<file path="config.mk">
export PLATFORM = sky130hd
export DESIGN_NAME = psg_wt_fetch_sched_flat
export DESIGN_NICKNAME = d
export VERILOG_FILES = /design/src/rtl/psg_wt_fetch_sched_if.sv /design/src/rtl/psg_wt_fetch_sched.sv /design/src/flat_wrapper.sv
export SDC_FILE = /design/constraint.sdc
export NUM_CORES = 1
export LEC_CHECK = 0
export BUFFER_PORTS_ARGS = -buffer_cell sky130_fd_sc_hd__buf_2
export CAP_MARGIN = 20
export CORE_MARGIN = 5
export CORE_UTILIZATION = 47
export CTS_CLUSTER_DIAMETER = 100
export DETAILED_ROUTE_END_ITERATION = 7
export PLACE_DENSITY_LB_ADDON = 0.2
export SETUP_SLACK_MARGIN = 0.5
export SYNTH_ARGS = -nofsm -noshare
export SYNTH_HDL_FRONTEND = slang
export SYNTH_SLANG_ARGS = --single-unit
</file>
<file path="constraint.sdc">
create_clock -name clk -period 5.4 [get_ports clk]
set_input_delay 0.81 -clock clk [delete_from_list [all_inputs] [get_ports clk]]
set_output_delay 0.81 -clock clk [all_outputs]
set_load 0.01 [all_outputs]
</file>
<file path="src/rtl/psg_wt_fetch_sched_if.sv">
// Bus/request bundle between the PSG wave-table channels, the fetch scheduler
// and the upstream system-bus read port.
interface psg_wt_fetch_sched_if #(
    parameter int unsigned NCH = 8,
    parameter int unsigned AW  = 24,
    parameter int unsigned DW  = 16
);
    logic [NCH-1:0]    req;
    logic [NCH*AW-1:0] adr_i;
    logic              cyc_o;
    logic              stb_o;
    logic [AW-1:0]     adr_o;
    logic              ack_i;
    logic [DW-1:0]     dat_i;
    logic [NCH-1:0]    gnt;
    logic [2:0]        gntn;
    logic [DW-1:0]     dat_o;
    logic [NCH-1:0]    done;
    logic [NCH-1:0]    err;

    // Scheduler side: drives the bus cycle and the per-channel results.
    modport master (
        input  req, adr_i, ack_i, dat_i,
        output cyc_o, stb_o, adr_o, gnt, gntn, dat_o, done, err
    );

    // Channel/bus side: posts requests and answers the read.
    modport slave (
        output req, adr_i, ack_i, dat_i,
        input  cyc_o, stb_o, adr_o, gnt, gntn, dat_o, done, err
    );
endinterface

</file>
<file path="src/rtl/psg_wt_fetch_sched.sv">
// Round-robin wave-table fetch scheduler: grants one channel at a time a single
// bus read, returns data with a done pulse, aborts stalled reads with err.
module psg_wt_fetch_sched #(
    parameter int unsigned NCH = 8,
    parameter int unsigned AW  = 24,
    parameter int unsigned DW  = 16,
    parameter int unsigned TMO = 255
) (
    input  logic                  clk,
    input  logic                  rst,
    input  logic                  ce,
    psg_wt_fetch_sched_if.master  bus
);
    localparam int unsigned IW = $clog2(NCH);

    typedef enum logic {IDLE, BUS} state_t;

    state_t         state_q, state_d;
    logic [NCH-1:0] gnt_q, gnt_d;
    logic [2:0]     gntn_q, gntn_d;
    logic [2:0]     ptr_q, ptr_d;
    logic [AW-1:0]  adr_q, adr_d;
    logic [DW-1:0]  dat_q, dat_d;
    logic [7:0]     tmr_q, tmr_d;
    logic [NCH-1:0] done_q, done_d;
    logic [NCH-1:0] err_q, err_d;

    logic [NCH-1:0] rot;
    logic           found;
    logic [2:0]     pick;
    logic [2:0]     ptr_next;

    // Requests rotated so bit 0 is the channel at ptr; first set bit wins.
    always_comb begin
        rot   = (bus.req >> ptr_q) | (bus.req << (32'(NCH) - 32'(ptr_q)));
        found = 1'b0;
        pick  = '0;
        for (int unsigned i = 0; i < NCH; i++) begin
            if (!found && rot[i[IW-1:0]]) begin
                found = 1'b1;
                pick  = 3'((32'(ptr_q) + i) % NCH);
            end
        end
    end

    assign ptr_next = (gntn_q == 3'(NCH - 1)) ? 3'd0 : gntn_q + 3'd1;

    always_comb begin
        state_d = state_q;
        gnt_d   = gnt_q;
        gntn_d  = gntn_q;
        ptr_d   = ptr_q;
        adr_d   = adr_q;
        dat_d   = dat_q;
        tmr_d   = tmr_q;
        done_d  = '0;
        err_d   = '0;
        case (state_q)
            IDLE: begin
                if (found) begin
                    state_d = BUS;
                    gnt_d   = NCH'(1) << pick;
                    gntn_d  = pick;
                    adr_d   = bus.adr_i[32'(pick)*AW +: AW];
                    tmr_d   = '0;
                end
            end
            BUS: begin
                // ack is checked first so a coincident timeout still completes.
                if (bus.ack_i) begin
                    dat_d   = bus.dat_i;
                    done_d  = gnt_q;
                    ptr_d   = ptr_next;
                    gnt_d   = '0;
                    state_d = IDLE;
                end else if (tmr_q == 8'(TMO - 1)) begin
                    err_d   = gnt_q;
                    ptr_d   = ptr_next;
                    gnt_d   = '0;
                    state_d = IDLE;
                end else begin
                    tmr_d = tmr_q + 8'd1;
                end
            end
            default: state_d = IDLE;
        endcase
    end

    // done/err are registered, so with ce low a pulse holds until the next ce edge.
    always_ff @(posedge clk) begin
        if (rst) begin
            state_q <= IDLE;
            gnt_q   <= '0;
            gntn_q  <= '0;
            ptr_q   <= '0;
            adr_q   <= '0;
            dat_q   <= '0;
            tmr_q   <= '0;
            done_q  <= '0;
            err_q   <= '0;
        end else if (ce) begin
            state_q <= state_d;
            gnt_q   <= gnt_d;
            gntn_q  <= gntn_d;
            ptr_q   <= ptr_d;
            adr_q   <= adr_d;
            dat_q   <= dat_d;
            tmr_q   <= tmr_d;
            done_q  <= done_d;
            err_q   <= err_d;
        end
    end

    assign bus.cyc_o = (state_q == BUS);
    assign bus.stb_o = (state_q == BUS);
    assign bus.adr_o = adr_q;
    assign bus.gnt   = gnt_q;
    assign bus.gntn  = gntn_q;
    assign bus.dat_o = dat_q;
    assign bus.done  = done_q;
    assign bus.err   = err_q;
endmodule
</file>
<file path="src/flat_wrapper.sv">
// flat-port wrapper written by rule: the top's interface ports become plain ports
module psg_wt_fetch_sched_flat 
#(
    parameter int unsigned NCH = 8,
    parameter int unsigned AW  = 24,
    parameter int unsigned DW  = 16,
    parameter int unsigned TMO = 255
)
  (clk, rst, ce, bus_req, bus_adr_i, bus_ack_i, bus_dat_i, bus_cyc_o, bus_stb_o, bus_adr_o, bus_gnt, bus_gntn, bus_dat_o, bus_done, bus_err);
  psg_wt_fetch_sched_if #(.NCH(NCH), .AW(AW), .DW(DW)) bus_i ();
  input  logic clk;
  input  logic rst;
  input  logic ce;
  input wire logic [$bits(bus_i.req)-1:0] bus_req;
  input wire logic [$bits(bus_i.adr_i)-1:0] bus_adr_i;
  input wire logic [$bits(bus_i.ack_i)-1:0] bus_ack_i;
  input wire logic [$bits(bus_i.dat_i)-1:0] bus_dat_i;
  output wire logic [$bits(bus_i.cyc_o)-1:0] bus_cyc_o;
  output wire logic [$bits(bus_i.stb_o)-1:0] bus_stb_o;
  output wire logic [$bits(bus_i.adr_o)-1:0] bus_adr_o;
  output wire logic [$bits(bus_i.gnt)-1:0] bus_gnt;
  output wire logic [$bits(bus_i.gntn)-1:0] bus_gntn;
  output wire logic [$bits(bus_i.dat_o)-1:0] bus_dat_o;
  output wire logic [$bits(bus_i.done)-1:0] bus_done;
  output wire logic [$bits(bus_i.err)-1:0] bus_err;
  assign bus_i.req = bus_req;
  assign bus_i.adr_i = bus_adr_i;
  assign bus_i.ack_i = bus_ack_i;
  assign bus_i.dat_i = bus_dat_i;
  assign bus_cyc_o = bus_i.cyc_o;
  assign bus_stb_o = bus_i.stb_o;
  assign bus_adr_o = bus_i.adr_o;
  assign bus_gnt = bus_i.gnt;
  assign bus_gntn = bus_i.gntn;
  assign bus_dat_o = bus_i.dat_o;
  assign bus_done = bus_i.done;
  assign bus_err = bus_i.err;
  psg_wt_fetch_sched #(.NCH(NCH), .AW(AW), .DW(DW), .TMO(TMO)) u_core (.clk(clk), .rst(rst), .ce(ce), .bus(bus_i));
endmodule
</file>
==> results of run 1 <==
-- power by group through the flow --
| stage | registers [mW] | clock network [mW] | logic [mW] |
|---|---|---|---|
| 2_1_floorplan | 0.669 | 0 | 0.378 |
| 3_3_place_gp | 0.659 | 0 | 0.608 |
| 3_5_place_dp | 0.657 | 0 | 0.612 |
| 4_1_cts | 0.646 | 0.681 | 0.615 |
| 5_1_grt | 0.650 | 0.707 | 0.671 |
| 6_report | 0.647 | 0.677 | 0.619 |
-- flip-flops by register name, indices dropped and copies added, names as in the netlist --
signal / count
u_core.bus.adr_o: 24
u_core.bus.cyc_o: 1
u_core.bus.dat_o: 16
u_core.bus.done: 8
u_core.bus.err: 8
u_core.bus.gnt: 8
u_core.bus.gntn: 3
u_core.ptr_q: 3
u_core.tmr_q: 8
-- routing by layer --
| metal | wire, um | vias to the layer above |
|---|---|---|
| met5 | 11 | - |
| met4 | 595 | 2 |
| met3 | 1370 | 38 |
| met2 | 10800 | 257 |
| met1 | 8650 | 2963 |
| li1 | - | 3092 |
-- critical path: stages, from the launching register on --
cell       delay (ps)
dfxtp_2           500
clkinv_1          150
ha_1              490
mux2i_1           330
o21ai_1           200
a221oi_2          440
o211ai_2          250
o2bb2ai_1         200
a221oi_1          480
or2_2             270
buf_12            210
mux2_2            350
a22o_1            190
or3_1             300
-- kinds of logic (layout without fill, tap and decap cells) --
logic type,after synthesis,count (layout),synth area share [%]
buffers and inverters,85,352,6.79
other,0,6,0
DFF,79,79,27.3
and+or+nand+nor,245,245,21.0
AOI/OAI and AO/OA,182,182,23.9
xor gates and xnor gates,8,8,1.67
muxes,92,92,17.8
adders and majority gates,7,7,1.51
-- path summary, 6_finish.rpt --
check / to / cells past startpoint / slack (ps) / startpoint
setup / recovery: u_core.bus.adr_o[18] / 13 / 900 / u_core.ptr_q[1]
hold / removal: u_core.bus.dat_o[14] / 2 / 450 / u_core.bus.dat_o[14]
hold reg to reg: u_core.bus.dat_o[14] / 2 / 450 / u_core.bus.dat_o[14]
setup reg to reg: u_core.bus.adr_o[18] / 13 / 900 / u_core.ptr_q[1]
-- synth_stat cells (all sizes together), types with 4 or more instances --
library cell / number / area (um2)
o211ai: 34 / 265
buf: 24 / 164
and3: 5 / 31.3
a211oi: 4 / 30.0
mux2i: 41 / 410
nor3: 6 / 30.0
o21ai: 10 / 53.8
dfxtp: 79 / 1580
nand3: 43 / 215
clkbuf: 33 / 124
o211a: 18 / 180
mux4: 4 / 90.1
nor2b: 19 / 119
a22o: 16 / 140
a32oi: 11 / 104
a221oi: 6 / 58.8
inv: 26 / 97.6
a211o: 4 / 35.0
and2: 6 / 40.0
xor2: 5 / 51.3
ha: 7 / 87.6
or2: 5 / 31.3
mux2: 47 / 529
or3: 16 / 100
nor2: 75 / 282
nand2: 53 / 201
a22oi: 6 / 45.0
a21oi: 48 / 240
-- layout make-up --
| class | count | area [um2] |
|---|---|---|
| antenna | 6 | 15.0 |
| clock buffer | 10 | 229 |
| clock inverter | 6 | 92.6 |
| fill | 1114 | 4380 |
| inverter | 28 | 105 |
| multi-input combinational | 534 | 3820 |
| sequential | 79 | 1580 |
| tap | 168 | 210 |
| timing repair buffer | 308 | 1630 |
-- through the flow --
stage,hold WS [ps],cells
after floorplan,472,698
after global placement,439,1117
after detailed placement,444,1117
after CTS,454,1133
after global routing,477,1138
final,454,1139
==> impl_results.md, run 1 <==
- Status: finished, final reports clean
- RSZ-0062 raised after global routing: false
- Worst vdd ir: 0.171 mV
- Clk sinks: 79
- Number of synthesized register bits: 79
- Worst setup EP type: flop
- Pwr/cell area: 253 mW/mm2
- Final Critical Period: 4500 ps
- Number of top-level pins: 289
- Rows: 40
- Post_cts resized: 0
- Core Region: 0.0121 mm2
- Via Count: 6352
- Max cap viols: 0
- Final setup margin: 902 ps
- Global-route wire length before repair: 32.6 mm
- Main synth FF type: dfxtp_1
- Via density: 5.58
- GPL Wtd Cong: 0.953
- Remaining DRCs: 0
- Grt met3 use: 5.87%
- Clock Power Share: 34.8%
- Met2 Use GR: 47.2%
- Power Total: 1.94 mW
- Hold Fails Final Rpt: 0
- Final antenna-violating net count: 0
- Initial antenna violation count: 6
- Commonest cells after routing, fill and taps aside: buf_2, dfxtp_1, nor2_1, nand2_1, a21oi_1
- Post-detailed-route wirelength per cell: 18.8 um
- Vias in the first global route: 6196
- Worst-margin pin slew: 911 ps
- Clk root buf: clkbuf_16
- DR pass1 iterations: 5
- Clock Tree Buf Depth: 2
- WL final: 21.4 mm
- CTS tree: done
- Switch Pwr: 633 uW
- Sequential share of power: 33.3%
- Starting density of the core: 48.0%
- Critical Path AT: 4710 ps
- Hold WC Path Type: reg -> reg
- Clk Latency, worst-skew pair: 340 ps
- Sequential share of the synthesized area: 27.3%
- Post-detail-place hpwl: 16.3 mm
- CTS Buf Count: 9
- Internal Pwr Total: 1.31 mW
- Worst-path clk slew: 60 ps
- Period utilization: 83.3%
- PortBufs: 288
- Yosys warns: 0
- Syn avg cell area: 8.29 um2
- DR iter-0 viols: 491
- Synth async-reset ratio: 0%
- Max-slew headroom: 39.3%
- Startpoint Class: flop
- Share of layout cells above drive strength 1: 38.3%
- Final setup vio count: 0
- Synth Instances: 698
- Final instance area: 0.00768 mm2
- Worst Path Required: 5620 ps
- Combinational share of power: 31.9%
- EDFF count, synth: 0
- Clk_skew: 8.46 ps
- Post-synth net total: 925
- Most used routing layer: met2
- Setup CP Type: reg -> reg
- Hold buffers post-CTS: 0
- Final nets: 1187
- Post-synth cell types: 69
- Slew Viols, Final: 0
- Total Routing Usage GR: 27.9%
- Chip width: 121 um
- Met1 usage: 35.2%
- Final core utilization: 63.7%
- Post-CTS setup buffers: 0
- CP max FO: 30
- Area added between synthesis and finish: 32.8%
- Setup TNS: 0 ps
- Die ar.: 0.0146 mm2
- FMAX: 222 MHz
- Pre-CTS WS: 752 ps
- P_leak: 3.74 nW
- Commonest non-fill, non-tap cell in the layout: buf_2
- Sw frac: 32.6%
- Area after DPL: 0.00735 mm2
- Largest net degree at the start of global routing: 56
- Die Y: 121 um
- Total congestion overflow: 0
- Mapped Area: 0.00578 mm2
- H-Tree Depth: 3
Note: power is estimated with default switching activity, not from simulation.
==> run 2, diff against run 1 <==
--- a/config.mk
+++ b/config.mk
@@ -5,10 +5,11 @@
 export SDC_FILE = /design/constraint.sdc
 export NUM_CORES = 1
 export LEC_CHECK = 0
+export ABC_AREA = 1
 export BUFFER_PORTS_ARGS = -buffer_cell sky130_fd_sc_hd__buf_2
 export CAP_MARGIN = 20
 export CORE_MARGIN = 5
-export CORE_UTILIZATION = 47
+export CORE_UTILIZATION = 43
 export CTS_CLUSTER_DIAMETER = 100
 export DETAILED_ROUTE_END_ITERATION = 7
 export PLACE_DENSITY_LB_ADDON = 0.2
==> constraint.sdc (replaced) <==
create_clock -name clk -period 4.06 [get_ports clk]
set_input_delay 0.609 -clock clk [delete_from_list [all_inputs] [get_ports clk]]
set_output_delay 0.609 -clock clk [all_outputs]
set_load 0.01 [all_outputs]
==> impl_results.md, run 2 <==
- Post-detailed-route wirelength per cell: 15.1 um
- Worst setup EP type: flop
- Final antenna-violating net count: 0
- Vias in the first global route: 7178
- Commonest cells after routing, fill and taps aside: nand2_1, buf_2, nand3_1, dfxtp_1, nor2_1
- Final Critical Period: 3290 ps
- Antenna diode count: 0
- Leading area contributor after synthesis: nand2_1
- Synth async-reset ratio: 0%
- Worst-margin pin slew: 705 ps
- Share of layout cells above drive strength 1: 28.2%
- Via Count: 7800
- Die Y: 130 um
- Remaining DRCs: 0
- Number of top-level pins: 289
- Hold buffers post-CTS: 0
- Clk Latency, worst-skew pair: 340 ps
- Synth Instances: 1093
- H-Tree Depth: 3
- Final setup margin: 770 ps
- FILL cells: 1530
- Inst Count DP: 1512
- Status: finished, final reports clean
- Total congestion overflow: 0
- Period utilization: 81.0%
- Commonest non-fill, non-tap cell in the layout: nand2_1
- Post-route insts no fill: 1537
- Hold Fails Final Rpt: 0
- Rows: 43
- WL final: 23.3 mm
- Die ar.: 0.0169 mm2
- Global-route wire length before repair: 35.7 mm
- Syn avg cell area: 5.66 um2
- Final core utilization: 58.0%
- Max-slew headroom: 52.8%
- Setup TNS: 0 ps
- Clk root buf: clkbuf_16
- Grt met3 use: 6.10%
- Hold WC Path Type: reg -> reg
- Top post-synthesis cells by area: nand2_1, dfxtp_1, nand3_1
- Slew Viols, Final: 0
- Pwr/cell area: 382 mW/mm2
- DR pass1 iterations: 5
- Mapped Area: 0.00619 mm2
- Critical Path AT: 3580 ps
- Post-synth cell types: 41
- Post-detail-place hpwl: 17.3 mm
- Chip width: 130 um
- Worst-path clk slew: 60 ps
- Final setup vio count: 0
- Worst Path Required: 4350 ps
- Hold Crit Depth: 2
- Setup CP Type: reg -> reg
- EDFF count, synth: 0
- Number of synthesized register bits: 79
- Sequential share of the synthesized area: 25.6%
- Synth cell count leaders: nand2_1, nand3_1, dfxtp_1, nor2_1, inv_1
- DR iter-0 viols: 668
- Top cell type's share of synthesized area: 32.3%
- Initial antenna violation count: 0
- Max cap viols: 0
- Yosys warns: 0
- PortBufs: 288
- Multi-input gate area: 0.00403 mm2
- Startpoint Class: flop
- RSZ-0062 raised after global routing: false
- Post-synth net total: 1320
- Final nets: 1579
- Clk sinks: 79
- Largest net degree at the start of global routing: 57
- Reg area: 0.00159 mm2
- GPL Wtd Cong: 0.916
- Worst r2r path cells: 21
- Total Routing Usage GR: 26.4%
- Pre-CTS WS: 210 ps
- Clock Tree Buf Depth: 2
- CTS tree: done
- Main synth FF type: dfxtp_1
- Met2 Use GR: 43.6%
- Worst vdd ir: 0.258 mV
- Starting density of the core: 44.2%
- CTS Buf Count: 9
- P_leak: 4.71 nW
- Met1 usage: 34.4%
- Max reg flops: 24
- Core Region: 0.0140 mm2
- Most common cell in the netlist: nand2_1
- FMAX: 304 MHz
- Most used routing layer: met2
- CP max FO: 24
- Clk_skew: 4.67 ps
- Via density: 5.07
- Area added between synthesis and finish: 31.1%
[run 2: cell count changes after synthesis, sizes merged, moves of 30 or more]
| cell | previous run | this run |
|---|---|---|
| buf | 24 | 55 |
| inv | 26 | 56 |
| mux2 | 47 | 0 |
| mux2i | 41 | 0 |
| nand2 | 53 | 539 |
| nand3 | 43 | 167 |
| o211ai | 34 | 1 |
[run 2: final timing paths]
kind                                          from              endpoint  slack (ps)
worst min-delay path            u_core.bus.done[5]    u_core.bus.done[5]         460
worst min register to register  u_core.bus.done[5]    u_core.bus.done[5]         460
worst max-delay path               u_core.ptr_q[1]  u_core.bus.adr_o[18]         770
worst max register to register     u_core.ptr_q[1]  u_core.bus.adr_o[18]         770
[run 2: stage by stage]
step,hold slack (ps),area [um2],power [mW]
final,461,8110,3.10
after global routing,479,8110,3.32
after CTS,461,8000,3.08
after detailed placement,452,7630,2.16
after global placement,449,7630,2.16
after floorplan,459,6190,1.78
[run 2: timing repair]
item / 4_1_cts / 5_1_grt
setup endpoints to repair: 32 / 32
setup buffers: 0 / 7
pin swaps: 1 / 1
gates resized for setup: 7 / 12
gates cloned: 1 / 1
[run 2: routing by layer]
layer	wire length [um]	vias to the layer above
met3	1720	43
met5	0	-
met4	655	0
met2	11000	299
met1	9930	3491
li1	-	3967
[run 2: cell families (layout without fill, tap and decap cells)]
logic type      Yosys count  count (layout)  synth area share, %
buf+inv                 128             390                 10.7
compound gates           77              78                 7.02
xor+xnor                  2               2                0.283
simple gates            800             801                 55.1
flops                    79              79                 25.6
fa+ha+maj                 7               7                 1.42
[run 2: area by class of cell]
type / instances / area share [%]
Clock inverter: 6 / 1.16
Sequential cell: 79 / 19.6
Timing Repair Buffer: 312 / 21.0
Clock buffer: 10 / 2.95
Inverter: 62 / 2.88
Tap cell: 180 / 2.78
Multi-Input combinational cell: 888 / 49.7
[run 2: power breakdown]
group | total [mW] | switching [mW] | internal (mW)
registers | 0.867 | 0.0362 | 0.830
logic | 1.34 | 0.845 | 0.490
clock network | 0.897 | 0.338 | 0.558
[run 2: critical path, stage by stage (launching register included)]
cell,delay (ps)
dfxtp_4,410
clkinv_2,90
buf_4,200
ha_1,230
nand2_1,120
inv_1,100
nor2_4,160
inv_2,50
nor2_1,180
nor2_2,100
nand3_2,120
nor2_4,60
inv_2,50
nor2_2,30
nand3_1,190
nand3_2,220
a21oi_4,250
buf_4,330
nand2_1,140
nand3_1,90
nand2_1,50
inv_1,60
==> run 3, diff against run 2 <==
==> constraint.sdc (replaced) <==
create_clock -name clk -period 3 [get_ports clk]
set_input_delay 0.45 -clock clk [delete_from_list [all_inputs] [get_ports clk]]
set_output_delay 0.45 -clock clk [all_outputs]
set_load 0.01 [all_outputs]
==> impl_results.md, run 3 (synthesized netlist as in run 2, its figures left out) <==
- Commonest non-fill, non-tap cell in the layout: nand2_1
- Slew Viols, Final: 0
- Most common cell on crit path: nand2_1
- Clk Latency, worst-skew pair: 340 ps
- Setup CP Type: reg -> reg
- Critical Path AT: 3020 ps
- Buf+Inv Stages, Crit Path: 5
- Area added between synthesis and finish: 44.2%
- Core Region: 0.0140 mm2
- Worst Path Required: 3240 ps
- Max reg flops: 24
- Worst r2r src: u_core.ptr_q[1]
- Multi-input gate area: 0.00417 mm2
- Hold_sp: bus_dat_i[1]
- Crit-path max cell delay: 350 ps
- Worst r2r path cells: 24
- Worst Hold Slack: 330 ps
- Reg area: 0.00159 mm2
- Max cap viols: 0
- Clk_skew: 6.89 ps
- Die Y: 130 um
- Chip width: 130 um
- Starting density of the core: 44.2%
- Number of top-level pins: 289
- Clk sinks: 79
- GPL Wtd Cong: 0.919
- Via Count: 8083
- Global-route wire length before repair: 38.2 mm
- Post-detail-place hpwl: 17.6 mm
- Share of layout cells above drive strength 1: 32.3%
- FILL cells: 1395
- Crit-path cells: clkinv_4 > ha_4 > inv_2 > nand2_2 > nand2_4 > nor2_4 > nand2_2 > nand3_4 > nor2_4 > nand3_4 > nor2_4 > nand4_4 > nand3_4 > buf_12 > nand2_4 > buf_16 > nand2_1 > nand2_1 > nand2_1 > nand2_1 > nand2_1 > nand3_1 > nand2_1 > inv_1
- Slowest CP cell: dfxtp_2
- Startpoint Class: flop
- Worst setup EP type: flop
- CP top delay family: simple AND/OR/NAND/NOR gates
- Worst-path clk slew: 70 ps
- FMAX: 360 MHz
- H-Tree Depth: 3
- Hold Crit Depth: 3
- Final antenna-violating net count: 0
- Clock Tree Buf Depth: 2
- Worst-margin pin slew: 576 ps
- Reg-to-Reg End: u_core.bus.adr_o[16]
- Period utilization: 92.6%
- Most used routing layer: met2
- CTS tree: done
- Vias in the first global route: 7726
- Antenna diode count: 0
- DR iter-0 viols: 485
- Initial antenna violation count: 1
- CP max FO: 5
- Worst vdd ir: 0.397 mV
- Total congestion overflow: 0
- P_leak: 5.07 nW
- Final nets: 1619
- Hold Crit Endpoint: u_core.bus.dat_o[1]
- Commonest cells after routing, fill and taps aside: nand2_1, buf_2, nand3_1, dfxtp_1, nor2_1
- Hold Fails Final Rpt: 0
- Hold WC Path Type: in -> reg
- PortBufs: 288
- Setup slack, reg-to-reg: 220 ps
- CTS Buf Count: 9
- Power Total: 4.75 mW
- Final setup vio count: 0
- Total Routing Usage GR: 28.4%
- Pwr/cell area: 532 mW/mm2
- Largest net degree at the start of global routing: 46
- DR pass1 iterations: 5
- Met2 Use GR: 49.8%
- Status: finished, final reports clean
- Post-detailed-route wirelength per cell: 16.2 um
- Grt met3 use: 6.51%
- Met1 usage: 32.5%
- Die ar.: 0.0169 mm2
- Clk root buf: clkbuf_16
- Rows: 43
- Via density: 5.13
- Final Critical Period: 2780 ps
- RSZ-0062 raised after global routing: true
- WL final: 25.5 mm
- Remaining DRCs: 0
- Max-slew headroom: 61.6%
[run 3: cell count changes in the layout (fill, tap and decap cells not counted), moves of 3 or more]
cell and delta:
buf_4 +14, buf_16 +11, nand2_1 -10, nand2_2 +10, buf_6 +9, nand3_1 -7
clkbuf_16 +5, nor2_1 -5, nand3_2 +4, nor2_4 +4, buf_12 +3, inv_1 -3
inv_6 +3, nand3_4 +3
[run 3: final cells by class]
| cell class | instances | area share [%] |
|---|---|---|
| multi-input cells | 887 | 46.8 |
| inverters | 62 | 2.71 |
| flip-flops and latches | 79 | 17.8 |
| clock buffers | 9 | 2.52 |
| repair buffers | 353 | 26.7 |
| clock inverters | 7 | 0.968 |
| well taps | 180 | 2.52 |
[run 3: worst max path at each step]
stage,cells past startpoint,startpoint,end,slack (ps)
final,24,u_core.ptr_q[1],u_core.bus.adr_o[16],220
after global routing,24,u_core.ptr_q[1],u_core.bus.adr_o[20],-8
after CTS,21,u_core.ptr_q[1],u_core.bus.adr_o[1],270
after detailed placement,20,u_core.ptr_q[1],u_core.bus.adr_o[18],120
after global placement,20,u_core.ptr_q[0],u_core.bus.adr_o[16],160
after floorplan,22,u_core.ptr_q[1],u_core.bus.adr_o[10],350
[run 3: repair_timing]
item	CTS	global route
pin swaps	17	9
hold buffers	0	0
endpoints found under the setup margin	43	43
hold endpoints to repair	0	0
cloned	9	6
setup buffers	19	2
resized for setup	40	19
[run 3: where the power goes]
group          total [mW]  leakage (nW)  switching, mW  internal, mW
logic                2.41          4.28           1.37          1.04
clock network        1.15         0.151          0.487         0.666
registers            1.18         0.643         0.0575          1.12
total                4.75          5.07           1.92          2.83
[run 3: worst register-to-register path: stages (launching register included)]
cell      delay, ps
dfxtp_2         350
clkinv_4         70
ha_4            170
inv_2            60
nand2_2          60
nand2_4          90
nor2_4           60
nand2_2         100
nand3_4         100
nor2_4          140
nand3_4          90
nor2_4          190
nand4_4         130
nand3_4         130
buf_12          130
nand2_4         120
buf_16          180
nand2_1          60
nand2_1          80
nand2_1          70
nand2_1          60
nand2_1          70
nand3_1          80
nand2_1          60
inv_1            30
[run 3: layer usage]
| metal | up-vias | part of all wire, % |
|---|---|---|
| met1 | 3601 | 38 |
| met3 | 74 | 7.4 |
| met5 | - | 0.063 |
| met2 | 352 | 50 |
| met4 | 2 | 5.1 |
| li1 | 4054 | - |
[run 3: per-stage QoR]
stage          std cells  utilization (%)  instance area (um2)  setup WS (ps)  setup TNS [ps]
2_1_floorplan       1093                -                 6290            349               0
3_3_place_gp        1525             56.1                 7850            157               0
3_5_place_dp        1525             56.1                 7850            120               0
4_1_cts             1569             62.2                 8700            269               0
5_1_grt             1577             63.8                 8920          -7.91           -16.4
6_report            1577             63.8                 8920            221               0
